--- src/rtl/pingpong_ctrl.sv ---
// Ping-pong game controller: ball position/direction, step timing, hit/miss/fault judgement, scoring.
// Optional point tone: define PP_BUZZER_EN to enable the buzzer tone generator (default build ties buzzer to 0).
//
//   state    | meaning
//   ---------+-----------------------------------------------------------
//   S_IDLE   | after reset, waiting for start_stop
//   S_SERVE  | ball parked at the server's end, waiting for the server's press
//   S_MOVE_L | ball travelling toward led[4] (player A receives)
//   S_MOVE_R | ball travelling toward led[0] (player B receives)
//   S_POINT  | point pause after a miss or fault
//   S_OVER   | a player reached WIN_SCORE, left only by reset
module pingpong_ctrl #(
    parameter int STEP_CYCLES = 47_000_000,
    parameter int BUZZ_CYCLES = 12_500_000,
    parameter int TONE_DIV    = 25_000,
    parameter int WIN_SCORE   = 11
) (
    input  logic       clk,
    input  logic       reset,
    input  logic       start_stop,
    input  logic       btn_a,
    input  logic       btn_b,
    output logic [4:0] led,
    output logic [1:0] state,
    output logic       step,
    output logic [3:0] score_a,
    output logic [3:0] score_b,
    output logic       buzzer,
    output logic       game_over
);

    localparam int SW = (STEP_CYCLES > 1) ? $clog2(STEP_CYCLES) : 1;
    localparam int BW = (BUZZ_CYCLES > 1) ? $clog2(BUZZ_CYCLES) : 1;
    localparam logic [SW-1:0] STEP_LAST = SW'(STEP_CYCLES - 1);
    localparam logic [BW-1:0] BUZZ_LAST = BW'(BUZZ_CYCLES - 1);

    typedef enum logic [2:0] {
        S_IDLE, S_SERVE, S_MOVE_L, S_MOVE_R, S_POINT, S_OVER
    } fsm_t;

    fsm_t          fsm_q, fsm_d;
    logic [2:0]    sync_a, sync_b;
    logic [2:0]    pos;
    logic          server_a;
    logic [SW-1:0] step_cnt;
    logic [BW-1:0] buzz_cnt;
    logic          tone_on;

    logic       ev_a, ev_b, moving, rx_is_a, rx_ev, at_end, step_due;
    logic [2:0] rx_end;
    logic       serve_ev, hit, rally_end, adv, buzz_done, win_reached;

    // [0],[1] synchroniser stages, [2] previous synchronised level for edge detect
    always_ff @(posedge clk or negedge reset) begin
        if (!reset) begin
            sync_a <= '0;
            sync_b <= '0;
        end else begin
            sync_a <= {sync_a[1:0], btn_a};
            sync_b <= {sync_b[1:0], btn_b};
        end
    end

    assign ev_a = sync_a[1] & ~sync_a[2];
    assign ev_b = sync_b[1] & ~sync_b[2];

    assign moving      = (fsm_q == S_MOVE_L) || (fsm_q == S_MOVE_R);
    assign rx_is_a     = (fsm_q == S_MOVE_L);
    assign rx_ev       = rx_is_a ? ev_a : ev_b;
    assign rx_end      = rx_is_a ? 3'd4 : 3'd0;
    assign at_end      = (pos == rx_end);
    assign step_due    = (step_cnt == STEP_LAST);
    assign serve_ev    = start_stop && (fsm_q == S_SERVE) && (server_a ? ev_a : ev_b);
    assign hit         = start_stop && moving && rx_ev && at_end;
    // a receiver press away from its end is a fault, a step at its end is a miss; the sender wins both
    assign rally_end   = start_stop && moving && ((rx_ev && !at_end) || (!rx_ev && at_end && step_due));
    assign adv         = start_stop && moving && !rx_ev && !at_end && step_due;
    assign buzz_done   = start_stop && (fsm_q == S_POINT) && (buzz_cnt == BUZZ_LAST);
    assign win_reached = (score_a == 4'(WIN_SCORE)) || (score_b == 4'(WIN_SCORE));

    always_ff @(posedge clk or negedge reset) begin
        if (!reset) fsm_q <= S_IDLE;
        else        fsm_q <= fsm_d;
    end

    always_comb begin
        fsm_d = fsm_q;
        case (fsm_q)
            S_IDLE:   if (start_stop) fsm_d = S_SERVE;
            S_SERVE:  if (serve_ev) fsm_d = server_a ? S_MOVE_R : S_MOVE_L;
            S_MOVE_L: begin
                if (hit)            fsm_d = S_MOVE_R;
                else if (rally_end) fsm_d = S_POINT;
            end
            S_MOVE_R: begin
                if (hit)            fsm_d = S_MOVE_L;
                else if (rally_end) fsm_d = S_POINT;
            end
            S_POINT:  if (buzz_done) fsm_d = win_reached ? S_OVER : S_SERVE;
            S_OVER:   fsm_d = S_OVER;
            default:  fsm_d = S_IDLE;
        endcase
    end

    always_ff @(posedge clk or negedge reset) begin
        if (!reset) begin
            pos      <= 3'd4;
            server_a <= 1'b1;
            step_cnt <= '0;
            buzz_cnt <= '0;
            score_a  <= '0;
            score_b  <= '0;
        end else if (start_stop) begin
            if (serve_ev || hit || rally_end || adv) step_cnt <= '0;
            else if (moving)                         step_cnt <= step_cnt + 1'b1;

            // on a lost rally the receiver serves next, so park the ball at its end
            if (adv)            pos <= rx_is_a ? pos + 3'd1 : pos - 3'd1;
            else if (rally_end) pos <= rx_end;

            if (rally_end) begin
                server_a <= rx_is_a;
                if (rx_is_a) score_b <= score_b + 4'd1;
                else         score_a <= score_a + 4'd1;
            end

            if (rally_end)               buzz_cnt <= '0;
            else if (fsm_q == S_POINT)   buzz_cnt <= buzz_done ? '0 : buzz_cnt + 1'b1;
        end
    end

`ifdef PP_BUZZER_EN
    localparam int TW = (TONE_DIV > 1) ? $clog2(TONE_DIV) : 1;
    localparam logic [TW-1:0] TONE_LAST = TW'(TONE_DIV - 1);

    logic [TW-1:0] tone_cnt;
    logic          tone_q;

    always_ff @(posedge clk or negedge reset) begin
        if (!reset) begin
            tone_cnt <= '0;
            tone_q   <= 1'b0;
        end else if (start_stop) begin
            if (rally_end) begin
                tone_cnt <= '0;
                tone_q   <= 1'b1;
            end else if (fsm_q == S_POINT) begin
                if (tone_cnt == TONE_LAST) begin
                    tone_cnt <= '0;
                    tone_q   <= ~tone_q;
                end else begin
                    tone_cnt <= tone_cnt + 1'b1;
                end
            end
        end
    end

    assign tone_on = tone_q;
`else
    logic unused_tone_div;
    assign unused_tone_div = ^TONE_DIV;
    assign tone_on         = 1'b0;
`endif

    always_comb begin
        led       = '0;
        state     = 2'd0;
        step      = 1'b0;
        buzzer    = 1'b0;
        game_over = 1'b0;
        case (fsm_q)
            S_SERVE:  led = 5'b00001 << pos;
            S_MOVE_L: begin
                led   = 5'b00001 << pos;
                state = 2'd1;
                step  = adv;
            end
            S_MOVE_R: begin
                led   = 5'b00001 << pos;
                state = 2'd2;
                step  = adv;
            end
            S_POINT:  buzzer = start_stop & tone_on;
            S_OVER:   game_over = 1'b1;
            default:  ;
        endcase
    end

endmodule

--- config.mk ---
export PLATFORM = sky130hd
export DESIGN_NAME = pingpong_ctrl
export DESIGN_NICKNAME = d
export VERILOG_FILES = /design/src/rtl/pingpong_ctrl.sv
export SDC_FILE = /design/constraint.sdc
export NUM_CORES = 1
export LEC_CHECK = 0
export CAP_MARGIN = 40
export CORE_AREA = 2 2 84 106
export DETAILED_ROUTE_END_ITERATION = 7
export DIE_AREA = 0 0 86 108
export PLACE_DENSITY = 0.7
export SYNTH_ARGS = -nofsm -noshare
export SYNTH_HDL_FRONTEND = slang
export SYNTH_SLANG_ARGS = --single-unit
export TNS_END_PERCENT = 10
--- constraint.sdc ---
create_clock -name clk -period 3.3 [get_ports clk]
set_clock_uncertainty 0.15 [all_clocks]
set_input_delay 0.66 -clock clk [delete_from_list [all_inputs] [get_ports clk]]
set_output_delay 0.66 -clock clk [all_outputs]
set_load 0.005 [all_outputs]
==> metrics.md, run 1 <==
| Metric | Value |
|---|---|
| Status | `completed` |
| Global Route Usage Sum | `about a fifth` |
| Initial antenna violation count | `0` |
| Core ar. | `8190 um^2` |
| Predominant post-synthesis flop cell | `dfrtp_1` |
| Antenna diodes | `0` |
| RSZ-0062 raised after global routing | `no` |
| Clk_lat worst skew | `around 0.36 ns` |
| CP Launch Type | `register` |
| Fin nets | `about 450` |
| Worst-margin pin slew | `0.652 ns` |
| Area Growth Syn to Fin | `15.2%` |
| Synth Net Count | `410` |
| PD cells | `around 540 nW/um^2` |
| Post-synthesis sequential area ratio | `approximately 47%` |
| First-pass GRT wire length | `~14 mm` |
| Most frequent cells in the layout | `dfrtp_1 (69), nor2_1 (46), nand2_1 (34), xnor2_1 (23)` |
| Area leader, netlist | `dfrtp_1` |
| H-tree depth | `3` |
| Xor/xnor cell area share of the yosys netlist | `8.50%` |
| CP endpoint kind | `output pin` |
| Root buffer cell | `clkbuf_8` |
| Final hold violations | `0` |
| Buffers & Inverters on Critical Path | `2` |
| Post-synthesis simple-gate area fraction | `between 20% and 30%` |
| Final WL | `approximately 7.9 mm` |
| Final slew viol count | `0` |
| Adder-cell share of the synthesized area | `1.84%` |
| WS Path Type | `reg -> out` |
| LEAKAGE | `1.88 nW` |
| CTS Sinks | `just over 70` |
| Crit path time final | `3.23 ns` |
| Post-synthesis cell area | `between 3000 and 4000 um^2` |
| Top cell family by delay on the critical path | `simple AND/OR/NAND/NOR gates` |
| Die height | `between 100 and 150 um` |
| Clock transition at the registers of the reported paths | `0.07 ns` |
| Starting Density | `between 40% and 50%` |
| Wire length per cell | `roughly 15 um` |
| Worst IR Drop VDD | `between 0.4 and 0.5 mV` |
| Placed insts | `about 520` |
| Area of the multi-input gates | `around 1900 um^2` |
| Max-cap violation count | `0` |
| Mux cell area share after synthesis | `under 10%` |
| Vias in the first global route | `approximately 3.0k` |
| Mapped Avg Cell Area | `~9.5 um^2` |
| Cell count after synthesis | `400` |
| Post-synth EDFFs | `0` |
| Rows | `37` |
| Synth cell types | `a little under 60` |
| Vias | `3027` |
| Async SR Flop Fraction | `between 90% and 100%` |
| HP Class | `in -> async` |
| Worst Path Required | `about 2.5 ns` |
| Io pins | `23` |
| Final worst setup slack | `0.0742 ns` |
| Period utilization | `a little over nine tenths` |
| Reg area | `between 1500 and 2000 um^2` |
| Placer congestion estimate | `between 0.8 and 0.9` |
| Initial drt markers | `between 200 and 250` |
| Max Clk Rate | `between 300 and 400 MHz` |
| Most common cell after layout, fill and taps aside | `dfrtp_1` |
| FILL cells | `about 710` |
| HPWL Detailed | `about 5.6 mm` |
| Crit-path max FO | `4` |
| Total grt overflow | `0` |
| Seq cells post-synth | `71` |
| Utilization after layout | `a little over half` |
| Port Buffers | `21` |
| Clock Path Buffers | `2` |
| Fraction of layout cells with a size suffix above 1 | `between 10% and 20%` |
| Residual DRC | `0` |
| Slew HR | `56.5%` |
| CTS Hold Buffers Added | `0` |
| Fin cells | `537` |
| Synth warn | `0` |
| Post-route ant nets | `0` |
| Critical Path AT | `2.42 ns` |
| Die ar. | `between 9000 and 10000 um^2` |
| Post-Place Setup Slack | `-0.0255 ns` |
| Largest family of logic cells by synthesized area | `simple AND/OR/NAND/NOR gates` |
| CTS tree | `done` |
| Setup violation total in the final timing report | `0` |
| Max stage delay cell, worst path | `or4b_1` |
| Initial DRT Pass Iterations | `4` |
| Setup bufs post-CTS | `0` |
| Critical Path Max Stage Delay | `between 0.5 and 0.6 ns` |
| Num CTS Buffers | `9` |
| Synth Area in Compound Gates | `9.98%` |
| Largest net degree at the start of global routing | `31` |
| CP Cell Sequence | `or4b_1 -> nor3_1 -> buf_4 -> nand3_1 -> nor2_1 -> clkdlybuf4s50_1` |
| Die Wd | `between 80 and 90 um` |
| Synth area leaders | `dfrtp_1 (45%), xnor2_1 (5.3%), nor2_1 (4.5%), nand2_1 (3.3%), xor2_1 (3.2%)` |
| Via-per-instance ratio | `approximately 5.6` |
| Post-synth top area share | `between 40 and 50%` |
==> flip-flops by register name, summed over array words and instances, names as in the netlist <==
| register | flops |
|---|---|
| sync_b | 3 |
| sync_a | 3 |
| server_a | 1 |
| score_a | 4 |
| score_b | 4 |
| pos | 3 |
| buzz_cnt | 24 |
| fsm_q | 3 |
| step_cnt | 26 |
==> worst reg2reg max path: stages (launching register included) <==
cell and delay [ns]:
dfrtp_1 0.37, or3b_1 0.54, inv_4 0.15, mux2i_2 0.36, nand4_1 0.36, and3_1 0.36
or4_1 0.52, a21oi_1 0.16
==> cells in the mapped netlist, types with 3 or more instances <==
| cell type | number |
|---|---|
| a311oi_1 | 3 |
| and4_1 | 3 |
| o21ai_0 | 16 |
| ha_1 | 4 |
| xnor2_1 | 23 |
| buf_4 | 3 |
| or3_1 | 11 |
| nor2b_1 | 3 |
| buf_2 | 3 |
| clkbuf_1 | 8 |
| or4bb_1 | 3 |
| a21oi_1 | 20 |
| xor2_1 | 14 |
| nand4_1 | 13 |
| or4_1 | 4 |
| inv_1 | 10 |
| or3b_1 | 3 |
| nand2_1 | 34 |
| nor3_1 | 12 |
| o41ai_1 | 3 |
| nor3b_1 | 3 |
| nand3b_1 | 4 |
| nand2b_1 | 6 |
| nand3_1 | 20 |
| nor2_1 | 46 |
| dfrtp_1 | 69 |
| and3_1 | 14 |
| and2_1 | 3 |
==> layout make-up <==
class                      instances  share of cell area (%)
inverter                          11                   0.997
timing repair buffer              41                    8.38
multi-input combinational        301                    43.5
tap                               97                    2.76
clock buffer                      16                    3.88
sequential                        71                    40.5
==> timing repair <==
item                       in CTS  in global routing
resized for setup               0                  1
setup endpoints to repair       0                  1
hold endpoints to repair        0                  0
==> final timing paths <==
path	from	end	slack, ns	cells after the start
worst max-delay path	step_cnt[15]	step	0.07	6
worst min register to register	sync_a[0]	sync_a[1]	0.21	0
worst max register to register	fsm_q[0]	buzz_cnt[7]	0.28	7
worst min-delay path	reset	buzz_cnt[9]	0.18	1
max in group asynchronous	reset	server_a	2.07	2
min in group clk	sync_a[0]	sync_a[1]	0.21	0
==> stage by stage <==
stage	instance area (um^2)	TNS, ns	hold WS [ns]	power (mW)
floorplan	3810	0	0.181	1.49
global placement	4210	0	0.188	1.75
detailed placement	4210	-0.0340	0.190	1.76
CTS	4380	0	0.180	2.39
global route	4390	0	0.217	2.52
finish	4390	0	0.176	2.37
==> power by group <==
| part | total (mW) | switching, mW | internal [mW] |
|---|---|---|---|
| Sequential | 1.08 | 0.101 | 0.976 |
| Clock | 0.621 | 0.305 | 0.316 |
| Combinational | 0.673 | 0.337 | 0.336 |
==> kinds of logic after synthesis <==
group	count (synthesis)
mux	5
fa+ha+maj	5
other cells	1
compound gates	59
buf+inv	28
xor+xnor	37
flops	71
simple gates	194
==> per-layer routing <==
layer / GRT usage, % / part of all wire (%) / vias to the layer above
li1: - / - / 1492
met1: 24.2 / 45 / 1471
met2: 29.7 / 49 / 46
met3: 4.35 / 3.3 / 18
met4: 10.2 / 2.6 / 0
met5: 0 / 0 / -
Note: power is estimated with default switching activity, not from simulation.
==> run 2, diff against run 1 <==
--- a/config.mk
+++ b/config.mk
@@ -10,6 +10,7 @@
 export DETAILED_ROUTE_END_ITERATION = 7
 export DIE_AREA = 0 0 86 108
 export PLACE_DENSITY = 0.7
+export SETUP_SLACK_MARGIN = 0.5
 export SYNTH_ARGS = -nofsm -noshare
 export SYNTH_HDL_FRONTEND = slang
 export SYNTH_SLANG_ARGS = --single-unit
==> run 2 against run 1 <==
Against the previous run: critical path depth did not move; core utilization rose by 2.3 points; sequential power about the same; non-clock buffer count is 9 higher; routed wire length up 1.9%; cell count grew 1.7%; via count is 2.1% higher; global-route usage grew 0.18 points; clock power grew 21%; worst setup slack improved by 0.45 ns; combinational power up 6.5%; critical endpoint unchanged; largest cell class unchanged.
==> metrics.md, run 2 (synthesized netlist as in run 1, its figures left out) <==
| Metric | Value |
|---|---|
| Status | `completed` |
| Fraction of layout cells with a size suffix above 1 | `~17%` |
| Origin of the critical flop-to-flop path | `buzz_cnt[14]` |
| Starting Density | `a little under half` |
| Clk_lat worst skew | `0.35 ns` |
| CP endpoint kind | `output pin` |
| Worst Path Required | `around 2.5 ns` |
| Max stage delay cell, worst path | `or4b_1` |
| WS Path Type | `reg -> out` |
| Die Wd | `approximately 86 um` |
| Vias in the first global route | `~3k` |
| Most frequent cells in the layout | `dfrtp_1 (68), nor2_1 (45), nand2_1 (33), buf_4 (27), xnor2_1 (23)` |
| Largest register FFs | `26` |
| Global Route Usage Sum | `around a fifth` |
| Crit path time final | `about 2.8 ns` |
| Wire length per cell | `14.7 um` |
| Clock transition at the registers of the reported paths | `roughly 0.080 ns` |
| Fin cells | `approximately 550` |
| Rows | `37` |
| Final WL | `between 8 and 9 mm` |
| CP Cell Sequence | `or4b_1 -> nor3_2 -> buf_4 -> nand3_2 -> nor2_2 -> buf_2` |
| Io pins | `23` |
| Fin nets | `between 400 and 500` |
| CTS Sinks | `around 70` |
| HPWL Detailed | `roughly 5.5 mm` |
| Initial DRT Pass Iterations | `4` |
| Die ar. | `9290 um^2` |
| Post-route ant nets | `0` |
| Residual DRC | `0` |
| Reg-to-reg slack, setup | `0.53 ns` |
| Final slew viol count | `0` |
| Final hold violations | `0` |
| R2R Path End | `buzz_cnt[5]` |
| Setup violation total in the final timing report | `0` |
| Utilization after layout | `around 56%` |
| Clock Path Buffers | `2` |
| Biggest register | `step_cnt` |
| CTS tree | `done` |
| LEAKAGE | `approximately 2 nW` |
| Total grt overflow | `0` |
| Period utilization | `84.0%` |
| Placer congestion estimate | `slightly above 0.8` |
| Core ar. | `approximately 8200 um^2` |
| Root buffer cell | `clkbuf_8` |
| PD cells | `between 500 and 600 nW/um^2` |
| Top cell family by delay on the critical path | `simple AND/OR/NAND/NOR gates` |
| Initial antenna violation count | `0` |
| HP Class | `in -> async` |
| Port Buffers | `21` |
| CTS Hold Buffers Added | `0` |
| Most common cell after layout, fill and taps aside | `dfrtp_1` |
| Crit-path max FO | `5` |
| Slew HR | `approximately three fifths` |
| Max Clk Rate | `roughly 360 MHz` |
| Placed insts | `520` |
| Worst-margin pin slew | `0.623 ns` |
| Registers with the most flip-flops | `step_cnt x26, buzz_cnt x24` |
| Antenna diodes | `0` |
| Area Growth Syn to Fin | `20.1%` |
| Via-per-instance ratio | `~5.7` |
| Worst IR Drop VDD | `0.473 mV` |
| Max-cap violation count | `0` |
| Worst Hold Margin | `0.169 ns` |
| Die height | `roughly 110 um` |
| CP Launch Type | `register` |
| Vias | `roughly 3k` |
| Setup TNS | `0 ns` |
| Initial drt markers | `260` |
| Num CTS Buffers | `9` |
| Critical Path Max Stage Delay | `between 0.5 and 0.6 ns` |
| Critical Path AT | `around 2 ns` |
| RSZ-0062 raised after global routing | `yes` |
| R2R cell count | `8` |
| H-tree depth | `3` |
| Largest net degree at the start of global routing | `46` |
| Buffers & Inverters on Critical Path | `2` |
| First-pass GRT wire length | `between 10 and 15 mm` |
==> run 2: worst max path at each step <==
stage,from,depth (start not counted),to,slack [ns]
after global routing,step_cnt[17],6,step,0.40
after floorplan,fsm_q[2],10,buzz_cnt[11],0.46
after detailed placement,start_stop,8,buzz_cnt[11],-0.05
after global placement,start_stop,8,buzz_cnt[11],0.05
after CTS,pos[2],3,led[4],0.47
final,step_cnt[17],6,step,0.53
==> run 2: stage by stage <==
step           power, mW  cell area (um^2)  worst slack (ns)
2_1_floorplan       1.49              3810             0.459
3_3_place_gp        1.75              4210            0.0503
3_5_place_dp        1.77              4210           -0.0470
4_1_cts             2.54              4510             0.467
5_1_grt             2.70              4580             0.399
6_report            2.54              4580             0.529
==> run 2: layout make-up <==
cell class	instances	area, um^2
Inverter	11	43.8
Timing Repair Buffer	50	439
Tap cell	97	121
Clock inverter	5	82.6
Fill cell	712	3610
Multi-Input combinational cell	301	1980
Sequential cell	71	1780
Clock buffer	11	131
==> run 2: metal layers <==
metal | track usage [%] | part of all wire (%) | wire, um
met1 | 24.6 | 45 | 3610
met3 | 3.13 | 2.3 | 184
met2 | 31.5 | 51 | 4080
met4 | 8.84 | 1.8 | 144
met5 | 0 | 0 | 0
==> run 2: worst register-to-register path, delay by kind of cell, from the launching register on <==
family                 cells  cell delay [ns]
AND/OR/NAND/NOR            4             1.60
flip-flops                 1             0.39
buffers and inverters      2             0.31
AO/OA/AOI/OAI              2             0.21
==> run 2: power breakdown <==
| part | switching, mW | internal, mW | total, mW |
|---|---|---|---|
| Sequential | 0.0966 | 0.977 | 1.07 |
| Combinational | 0.360 | 0.357 | 0.717 |
| Clock | 0.326 | 0.428 | 0.754 |
==> run 2: timing repair <==
action / CTS / global route
endpoints found under the setup margin: 14 / 17
setup buffers: 9 / 1
gates resized for setup: 10 / 16
pin swaps: 5 / 4
